<file path="config.mk">
export PLATFORM = sky130hd
export DESIGN_NAME = scope_capture_ctrl
export DESIGN_NICKNAME = d
export VERILOG_FILES = /design/src/rtl/scope_pkg.sv /design/src/rtl/scope_capture_ram.sv /design/src/rtl/scope_capture_ctrl.sv
export SDC_FILE = /design/constraint.sdc
export NUM_CORES = 1
export LEC_CHECK = 0
export CORE_MARGIN = 3
export CORE_UTILIZATION = 30
export CTS_BUF_LIST = sky130_fd_sc_hd__clkbuf_4 sky130_fd_sc_hd__clkbuf_8
export CTS_CLUSTER_SIZE = 30
export DETAILED_ROUTE_END_ITERATION = 10
export PLACE_DENSITY_LB_ADDON = 0.2
export SLEW_MARGIN = 10
export SYNTH_ARGS = -nofsm -noshare
export SYNTH_HDL_FRONTEND = slang
export SYNTH_SLANG_ARGS = --single-unit
export TNS_END_PERCENT = 100
</file>
<file path="constraint.sdc">
create_clock -name CLOCK_50 -period 4.2 [get_ports CLOCK_50]
set_clock_uncertainty 0.2 [all_clocks]
set_input_delay 0.63 -clock CLOCK_50 [delete_from_list [all_inputs] [get_ports CLOCK_50]]
set_output_delay 0.63 -clock CLOCK_50 [all_outputs]
set_load 0.1 [all_outputs]
</file>
<file path="src/rtl/scope_pkg.sv">
// Shared types and default sizes for the scope trigger/capture path.
package scope_pkg;

  localparam int DEPTH_DEF = 64;
  localparam int AW_DEF    = 6;
  localparam int DW_DEF    = 8;

  typedef enum logic [1:0] {
    IDLE    = 2'd0,
    ARMED   = 2'd1,
    CAPTURE = 2'd2,
    HOLD    = 2'd3
  } scope_state_e;

  // I occupies the upper half so a pair packs exactly like {i, q} in the RAM.
  typedef struct packed {
    logic [DW_DEF-1:0] i;
    logic [DW_DEF-1:0] q;
  } iq_pair_t;

endpackage

</file>
<file path="src/rtl/scope_capture_ram.sv">
// Simple dual-port capture RAM: one write port, one registered read port.
module scope_capture_ram #(
  parameter int DEPTH = 64,
  parameter int AW    = 6,
  parameter int W     = 16
) (
  input  logic          clk_i,
  input  logic          rst_ni,
  input  logic          we_i,
  input  logic [AW-1:0] waddr_i,
  input  logic [W-1:0]  wdata_i,
  input  logic          re_i,
  input  logic [AW-1:0] raddr_i,
  output logic [W-1:0]  rdata_o
);

  logic [W-1:0] mem [DEPTH];
  logic [W-1:0] rdata_q;

  always_ff @(posedge clk_i) begin
    if (we_i) begin
      mem[waddr_i] <= wdata_i;
    end
  end

  // Same-address read and write in one cycle returns the previous contents.
  always_ff @(posedge clk_i) begin
    if (!rst_ni) begin
      rdata_q <= '0;
    end else if (re_i) begin
      rdata_q <= mem[raddr_i];
    end
  end

  assign rdata_o = rdata_q;

endmodule

</file>
<file path="src/rtl/scope_capture_ctrl.sv">
// Trigger/capture sequencer feeding the VGA scope display from the IFFT I/Q stream.
// Optional SCOPE_PRETRIG_EN keeps PRETRIG samples of history ahead of the trigger.
module scope_capture_ctrl
  import scope_pkg::*;
#(
  parameter int DEPTH       = DEPTH_DEF,
  parameter int AW          = AW_DEF,
  parameter int DW          = DW_DEF,
  parameter int CF          = 1,
  parameter int STEP        = 2,
  parameter int HOLD_FRAMES = 4,
  parameter int PRETRIG     = 16
) (
  input  logic          CLOCK_50,
  input  logic          rst_n,
  input  logic          s_valid,
  input  logic [DW-1:0] s_i,
  input  logic [DW-1:0] s_q,
  input  logic          arm,
  input  logic          auto_rearm,
  input  logic          trig_src,
  input  logic [DW-1:0] trig_level,
  input  logic          frame_pulse,
  input  logic          rd_en,
  input  logic [AW-1:0] rd_idx,
  output logic [DW-1:0] rd_i,
  output logic [DW-1:0] rd_q,
  output logic          rd_valid,
  output logic [AW-1:0] scroll_ofs,
  output logic [1:0]    state,
  output logic          done
);

  localparam int CW = 8;
`ifdef SCOPE_PRETRIG_EN
  localparam int CAP_LEN = DEPTH - PRETRIG;
  localparam logic [AW-1:0] PRE_A = AW'(PRETRIG);
`else
  localparam int CAP_LEN = DEPTH;
`endif
  localparam logic [AW-1:0] CAP_LAST = AW'(CAP_LEN - 1);

  if ((DEPTH != (1 << AW)) || (PRETRIG >= DEPTH) || (CF < 1) || (CF > 256) ||
      (HOLD_FRAMES > 255)) begin : g_bad_params
    $error("scope_capture_ctrl: inconsistent DEPTH/AW/PRETRIG/CF/HOLD_FRAMES");
  end

  scope_state_e  state_q, state_d;
  logic [AW-1:0] wr_ptr_q, cnt_q, scroll_ofs_q, base, rd_addr;
  logic [CW-1:0] frame_cnt_q, hold_cnt_q;
  logic [DW-1:0] prev_q, x;
  logic          prev_valid_q, done_q, rd_valid_q;
  logic          pre_ok, trig_hit, last_wr, hold_reached, rearm, enter_armed, we;
  logic [2*DW-1:0] rd_data;

`ifdef SCOPE_PRETRIG_EN
  logic [AW-1:0] base_q;
  assign base   = base_q;
  assign pre_ok = (cnt_q >= PRE_A);
`else
  assign base   = '0;
  assign pre_ok = 1'b1;
`endif

  assign x            = trig_src ? s_q : s_i;
  assign trig_hit     = prev_valid_q && pre_ok &&
                        ($signed(prev_q) < $signed(trig_level)) &&
                        ($signed(x) >= $signed(trig_level));
  // cnt_q counts samples stored since the trigger, so it marks the final write.
  assign last_wr      = s_valid && (cnt_q == CAP_LAST);
  assign hold_reached = (hold_cnt_q >= CW'(HOLD_FRAMES));
  assign rearm        = arm || (auto_rearm && hold_reached);
  assign rd_addr      = rd_idx + base + scroll_ofs_q;

  always_ff @(posedge CLOCK_50) begin
    if (!rst_n) begin
      state_q <= IDLE;
    end else begin
      state_q <= state_d;
    end
  end

  always_comb begin
    state_d = state_q;
    unique case (state_q)
      IDLE:    if (arm) state_d = ARMED;
      ARMED:   if (s_valid && trig_hit) state_d = CAPTURE;
      CAPTURE: if (last_wr) state_d = HOLD;
      HOLD:    if (rearm) state_d = ARMED;
      default: state_d = IDLE;
    endcase
  end

  always_comb begin
    we          = 1'b0;
    enter_armed = 1'b0;
    unique case (state_q)
      IDLE:    enter_armed = arm;
`ifdef SCOPE_PRETRIG_EN
      ARMED:   we = s_valid;
`else
      ARMED:   we = s_valid && trig_hit;
`endif
      CAPTURE: we = s_valid;
      HOLD:    enter_armed = rearm;
      default: we = 1'b0;
    endcase
  end

  always_ff @(posedge CLOCK_50) begin
    if (!rst_n) begin
      wr_ptr_q     <= '0;
      cnt_q        <= '0;
      scroll_ofs_q <= '0;
      frame_cnt_q  <= '0;
      hold_cnt_q   <= '0;
      prev_q       <= '0;
      prev_valid_q <= 1'b0;
      done_q       <= 1'b0;
      rd_valid_q   <= 1'b0;
`ifdef SCOPE_PRETRIG_EN
      base_q       <= '0;
`endif
    end else begin
      done_q     <= (state_q == CAPTURE) && last_wr;
      rd_valid_q <= rd_en && (state_q == HOLD);
      if (we) begin
        wr_ptr_q <= wr_ptr_q + AW'(1);
      end
      if (enter_armed) begin
        wr_ptr_q     <= '0;
        cnt_q        <= '0;
        scroll_ofs_q <= '0;
        frame_cnt_q  <= '0;
        hold_cnt_q   <= '0;
        prev_valid_q <= 1'b0;
      end else begin
        unique case (state_q)
          ARMED: if (s_valid) begin
            prev_q       <= x;
            prev_valid_q <= 1'b1;
            if (trig_hit) begin
              cnt_q <= AW'(1);
`ifdef SCOPE_PRETRIG_EN
              base_q <= wr_ptr_q - PRE_A;
            end else if (cnt_q < PRE_A) begin
              cnt_q <= cnt_q + AW'(1);
`endif
            end
          end
          CAPTURE: if (s_valid) begin
            cnt_q <= cnt_q + AW'(1);
          end
          HOLD: if (frame_pulse) begin
            if (frame_cnt_q == CW'(CF - 1)) begin
              frame_cnt_q  <= '0;
              scroll_ofs_q <= scroll_ofs_q + AW'(STEP);
            end else begin
              frame_cnt_q <= frame_cnt_q + CW'(1);
            end
            if (!hold_reached) begin
              hold_cnt_q <= hold_cnt_q + CW'(1);
            end
          end
          default: ;
        endcase
      end
    end
  end

  scope_capture_ram #(
    .DEPTH (DEPTH),
    .AW    (AW),
    .W     (2 * DW)
  ) u_ram (
    .clk_i   (CLOCK_50),
    .rst_ni  (rst_n),
    .we_i    (we),
    .waddr_i (wr_ptr_q),
    .wdata_i ({s_i, s_q}),
    .re_i    (rd_en),
    .raddr_i (rd_addr),
    .rdata_o (rd_data)
  );

  assign rd_i       = rd_data[2*DW-1:DW];
  assign rd_q       = rd_data[DW-1:0];
  assign rd_valid   = rd_valid_q;
  assign scroll_ofs = scroll_ofs_q;
  assign state      = state_q;
  assign done       = done_q;

endmodule

</file>
==> flow_summary.json, run 1 <==
{
  "wire_per_inst_um": 27.6,
  "worstPathArrival_ns": 4.36,
  "clock.fmax_ghz": 0.259,
  "slew_viol_final": 0,
  "fin_crit_sh_pct": 91.8,
  "synth-edff-count": 1024,
  "synthCells": 1970,
  "cts_setup_buffers": 0,
  "switchingPower_uw": 5720,
  "gp_congestion": 0.799,
  "cp_common_cell": "buf_12",
  "dp.cells": 3992,
  "synth_area_leader_cell": "edfxtp_1",
  "die_h_um": 383,
  "finish.utilization_pct": 36.6,
  "numClockSinks": 1086,
  "via_per_inst": 4.91,
  "pwr-share-clk_pct": 39.8,
  "clk-insertion-delay-late_ns": 0.85,
  "p_int_uw": 17700,
  "synth_simple_gate_area_share_pct": 2.68,
  "grt_max_degree": 65,
  "layout-drive-gt1-share_pct": 36.0,
  "seq_area_um2": 32000,
  "fin_ws_ns": 0.346,
  "synth_compound_area_share_pct": 1.65,
  "final_cells": 4334,
  "synth-xor-area-share_pct": 0.406,
  "syn-cell-area_um2": 42500,
  "seq_power_share_pct": 51.0,
  "core_area_um2": 140000,
  "die_area_um2": 146000,
  "synthFlopType": "edfxtp_1",
  "ir_drop_mv": 0.335,
  "multiInputGateArea_um2": 10200,
  "final-setup-viol-count": 0,
  "cp.required_ns": 4.71,
  "layout_common_cells": "edfxtp_1 (1024), mux4_2 (312), clkbuf_8 (190), buf_4 (104), buf_12 (85)",
  "dp_hpwl_mm": 76.6,
  "muxShareOfSynthArea_pct": 17.6,
  "path_clk_slew_ns": 0.06,
  "numCtsBuffers": 183,
  "cp-end-kind": "flop",
  "area_growth_pct": 20.7,
  "antenna_found_initial": 2,
  "ys_warn_count": 0,
  "synth_top_family_by_area": "multiplexers",
  "ys_seq_area_share_pct": 75.2,
  "swShare_pct": 24.4,
  "path_class": "flop to flop",
  "status": "finished, final reports clean",
  "final_common_cell": "edfxtp_1",
  "crit_chain": "ha_4 -> fa_4 -> buf_12 -> buf_12 -> buf_12 -> buf_12 -> mux4_2 -> mux4_2 -> mux2i_1 -> o21ai_1",
  "num_vias": 21300,
  "cap_violations": 0,
  "cp_max_fo": 19,
  "combPwrFrac_pct": 9.2,
  "port_buffers": 62,
  "power_density_nw_per_um2": 457,
  "netlist_top_cells_area": "edfxtp_1 (72%), mux4_2 (17%), dfxtp_1 (2.9%)",
  "yosysUniqueCellTypes": 55,
  "drt_iter0_markers": 1880,
  "worstMarginPinSlew_ns": 1.15,
  "yosys.area_share.adder_pct": 0.930,
  "firstDrtPassIters": 5,
  "track_usage_pct": 16.4,
  "slew_headroom_pct": 23.0,
  "fillCellCount": 13000,
  "cts_resized": 0,
  "num_rows": 137,
  "start_util_pct": 30.3,
  "tritoncts": "done",
  "overflow": 0,
  "synth_top_area_share_pct": 72.3,
  "root_buffer": "clkbuf_8",
  "nNetsFinal": 2375,
  "place_ws_ns": -0.341,
  "rsz0062_at_grt": "no",
  "min_period_ns": 3.85,
  "worstHoldPathType": "primary input to flop",
  "startpoint_type": "flop",
  "postRouteAntennaNets": 0,
  "worst_path_largest_cell_delay_ns": 0.76,
  "ios": 64,
  "p_leak_uw": 0.0163,
  "grt_pass1_vias": 22500,
  "ys_ff_latch": 1086,
  "syn_nets": 2039,
  "htree_levels": 4,
  "route.detailed.drc": 0,
  "cpMaxStageDelayCell": "fa_4",
  "die_x_um": 383,
  "hold_viol": 0,
  "async_flop_share_pct": 0,
  "grt_first_pass_wirelength_mm": 170,
  "clockBufferDepth": 3,
  "avgSynthCellArea_um2": 21.6,
  "wl_mm": 119
}
## cell families after synthesis
group,Yosys count
mux,357
other cells,1
flops,1086
buf+inv,126
simple gates,239
xor+xnor,18
fa+ha+maj,31
compound gates,112
## power groups by stage
stage          Clock (uW)  Sequential (uW)  Combinational, uW
2_1_floorplan           0            12300               1060
3_3_place_gp            0            12200               2170
3_5_place_dp            0            12200               2190
4_1_cts              9590            12000               2210
5_1_grt             10100            11900               2300
6_report             9320            12000               2160
## layer usage
metal,GRT usage (%),share of wire (%),vias to the layer above
met2,26.5,49,615
li1,-,-,8973
met4,4.46,1.9,0
met1,22.2,44,11600
met3,3.61,5.4,144
met5,0,0,-
## layout make-up
class	count	area share [%]
multi-input cells	758	19.9
clock buffers	237	5.78
flip-flops and latches	1086	62.3
inverters	21	0.154
diodes	4	0.0195
well taps	1876	4.57
clock inverters	96	1.25
repair buffers	256	6.00
## what timing repair did
action / in CTS / in global routing
hold buffers: 5 / 0
setup endpoints to repair: 0 / 0
endpoints found under the hold margin: 8 / 0
## metrics by stage
step | area [um^2] | TNS (ns) | hold slack (ns) | power (uW)
after global routing | 51300 | 0 | 0.0264 | 24300
after floorplan | 42600 | -108.77 | 0.233 | 13400
final | 51300 | 0 | 0.0726 | 23400
after global placement | 47600 | -21.89 | 0.255 | 14300
after CTS | 51300 | 0 | 0.0299 | 23700
after detailed placement | 47700 | -13.77 | 0.263 | 14400
## synth_stat cells, types with 4 or more instances
| cell | instances |
|---|---|
| a21oi_1 | 39 |
| nor2_1 | 60 |
| buf_1 | 13 |
| nand2_1 | 59 |
| buf_4 | 6 |
| inv_1 | 21 |
| nor3_1 | 53 |
| and3_1 | 7 |
| nand2b_1 | 4 |
| mux4_2 | 312 |
| buf_2 | 31 |
| nand3_1 | 15 |
| edfxtp_1 | 1024 |
| o21ai_1 | 19 |
| xnor2_1 | 6 |
| or3_1 | 10 |
| clkbuf_1 | 40 |
| o31ai_1 | 8 |
| ha_1 | 30 |
| nand3b_1 | 6 |
| buf_6 | 15 |
| xor2_1 | 10 |
| o32ai_1 | 5 |
| dfxtp_1 | 62 |
| nand4_1 | 7 |
| mux2_2 | 7 |
| a21o_1 | 6 |
| o21ai_0 | 14 |
| mux2i_1 | 38 |
## critical path, delay by kind of cell, from the launching register on
family / cells / cell delay [ns]
adders and majority gates: 2 / 0.95
DFF: 1 / 0.38
buffers and inverters: 4 / 0.72
muxes: 3 / 1.31
AOI/OAI and AO/OA: 1 / 0.10
## worst paths after layout
path                            cells past startpoint           from                to  slack (ns)
worst max register to register                     10  scroll_ofs[1]  u_ram.rdata_o[4]        0.35
worst min register to register                      1  hold_cnt_q[7]     hold_cnt_q[7]        0.29
worst min-delay path                                2         s_q[2]  u_ram.mem[22][2]        0.07
worst max-delay path                               10  scroll_ofs[1]  u_ram.rdata_o[4]        0.35
## sequential cells by signal, summed over array words and instances, names as in the netlist
| register | cells |
|---|---|
| prev_q | 8 |
| prev_valid_q | 1 |
| state | 2 |
| done | 1 |
| cnt_q | 6 |
| u_ram.mem | 1024 |
| scroll_ofs | 5 |
| u_ram.rdata_o | 16 |
| rd_valid | 1 |
| hold_cnt_q | 8 |
| wr_ptr_q | 6 |
| frame_cnt_q | 8 |
No activity file was read; power rests on OpenSTA's default activity.
==> inputs of run 2 (changes only) <==
--- a/config.mk
+++ b/config.mk
@@ -10,7 +10,6 @@
 export CTS_BUF_LIST = sky130_fd_sc_hd__clkbuf_4 sky130_fd_sc_hd__clkbuf_8
 export CTS_CLUSTER_SIZE = 30
 export DETAILED_ROUTE_END_ITERATION = 10
-export PLACE_DENSITY_LB_ADDON = 0.2
 export SLEW_MARGIN = 10
 export SYNTH_ARGS = -nofsm -noshare
 export SYNTH_HDL_FRONTEND = slang
==> run 2 against run 1 <==
  * Die area is the same
  * Sequential share of layout area increased by 0.29 points
  * Sequential power about the same
  * Critical path type is now primary input to flop
  * Worst hold slack better by 0.030 ns
  * Wire length decreased by 7.3%
  * Critical path depth unchanged
  * Power is 0.74% lower
  * First-iteration DRC count rose by 23%
  * Register-to-register slack improved by 0.09 ns
  * Final area fell by 0.47%
  * Clock power is 2% lower
==> flow_summary.json, run 2 (same netlist as run 1, synthesis figures left out) <==
{
  "status": "finished, final reports clean",
  "fin_crit_sh_pct": 90.2,
  "core_area_um2": 140000,
  "clk-insertion-delay-late_ns": 0.83,
  "met2_usage_pct": 24.0,
  "dp_hpwl_mm": 72.1,
  "grt_max_degree": 65,
  "clockBufferDepth": 3,
  "min_period_ns": 3.79,
  "area_growth_pct": 20.1,
  "worstRegToRegCells": 9,
  "antenna_found_initial": 13,
  "firstDrtPassIters": 5,
  "gp_congestion": 0.834,
  "use_met3_pct": 4.40,
  "top_usage_layer": "met2",
  "pwr-share-clk_pct": 39.4,
  "start_util_pct": 30.3,
  "die_x_um": 383,
  "ios": 64,
  "route.detailed.drc": 0,
  "nNetsFinal": 2355,
  "path_clk_slew_ns": 0.06,
  "port_buffers": 62,
  "htree_levels": 4,
  "slew_viol_final": 0,
  "tritoncts": "done",
  "cap_violations": 0,
  "startpoint_type": "primary input",
  "final_cells": 4314,
  "overflow": 0,
  "postRouteAntennaNets": 0,
  "clock.fmax_ghz": 0.264,
  "layout_common_cells": "edfxtp_1 (1024), mux4_2 (312), clkbuf_8 (189), buf_4 (111), buf_12 (69)",
  "worstHoldPathType": "primary input to flop",
  "worstMarginPinSlew_ns": 1.19,
  "cts_setup_buffers": 0,
  "wire_per_inst_um": 25.7,
  "holdPathStages": 4,
  "cts_resized": 0,
  "wl_mm": 111,
  "dp.cells": 3983,
  "p_int_uw": 17700,
  "largest_reg_flops": 1024,
  "cp_max_fo": 16,
  "track_usage_pct": 15.1,
  "finish.utilization_pct": 36.4,
  "ir_drop_mv": 0.387,
  "die_h_um": 383,
  "path_class": "primary input to flop",
  "regMostFlops": "u_ram.mem",
  "seq_power_share_pct": 51.4,
  "grt_first_pass_wirelength_mm": 159,
  "fin_tns_setup_ns": 0,
  "combPwrFrac_pct": 9.2,
  "switchingPower_uw": 5530,
  "via_per_inst": 4.99,
  "die_area_um2": 146000,
  "p_leak_uw": 0.0163,
  "final_common_cell": "edfxtp_1",
  "rsz0062_at_grt": "no",
  "num_vias": 21500,
  "hold_viol": 0,
  "root_buffer": "clkbuf_8",
  "gr-usage-met1_pct": 19.4,
  "grt_pass1_vias": 22100,
  "numClockSinks": 1086,
  "cp.required_ns": 4.42,
  "drt_iter0_markers": 2320,
  "layout-drive-gt1-share_pct": 35.5,
  "cp-end-kind": "flop",
  "power_density_nw_per_um2": 455,
  "hold_slack_ns": 0.103,
  "worstPathArrival_ns": 4.01,
  "num_rows": 137,
  "final-setup-viol-count": 0,
  "slew_headroom_pct": 20.2,
  "swShare_pct": 23.8,
  "numCtsBuffers": 172
}
[run 2: cell type report]
type	instances	area (um^2)
Timing Repair Buffer	247	2810
Inverter	21	78.8
Tap cell	1876	2350
Sequential cell	1086	32000
Clock inverter	93	663
Antenna cell	3	7.51
Multi-Input combinational cell	758	10300
Fill cell	12700	89100
Clock buffer	230	2910
[run 2: layer usage]
metal,wire [um],share of wire [%]
met4,4080,3.7
met3,9750,8.8
met2,53400,48
met5,20,0.018
met1,43500,39
[run 2: path summary, 6_finish.rpt]
check                                          to          start  slack [ns]
worst max-delay path            u_ram.mem[30][10]       trig_src        0.41
worst min register to register           cnt_q[5]       cnt_q[5]        0.27
worst max register to register   u_ram.rdata_o[1]  scroll_ofs[1]        0.44
worst min-delay path                    prev_q[5]         s_q[5]        0.10
[run 2: what timing repair did]
| item | CTS | global route |
|---|---|---|
| setup endpoints to repair | 0 | 0 |
| hold buffers | 5 | 0 |
| hold endpoints to repair | 11 | 0 |
[run 2: worst max-delay path, cell delays in order]
cell and delay, ns:
clkdlybuf4s50_1 0.56, buf_4 0.16, mux2_2 0.35, ha_1 0.31, nand4_1 0.11, o32ai_2 0.31
a31o_2 0.25, nand2_2 0.13, buf_4 0.23, nor3_2 0.97
[run 2: metrics by stage]
step	setup slack, ns	total power [uW]	area (um^2)
after floorplan	-0.294	13400	42600
after global placement	-0.604	14300	47400
after detailed placement	-0.538	14300	47400
after CTS	0.323	23500	51000
after global routing	0.304	24100	51100
final	0.414	23300	51100
[run 2: power by group through the flow]
stage | logic (uW) | registers [uW] | clock network [uW]
2_1_floorplan | 1060 | 12300 | 0
3_3_place_gp | 2110 | 12200 | 0
3_5_place_dp | 2140 | 12200 | 0
4_1_cts | 2150 | 11900 | 9360
5_1_grt | 2270 | 11900 | 9870
6_report | 2150 | 12000 | 9170
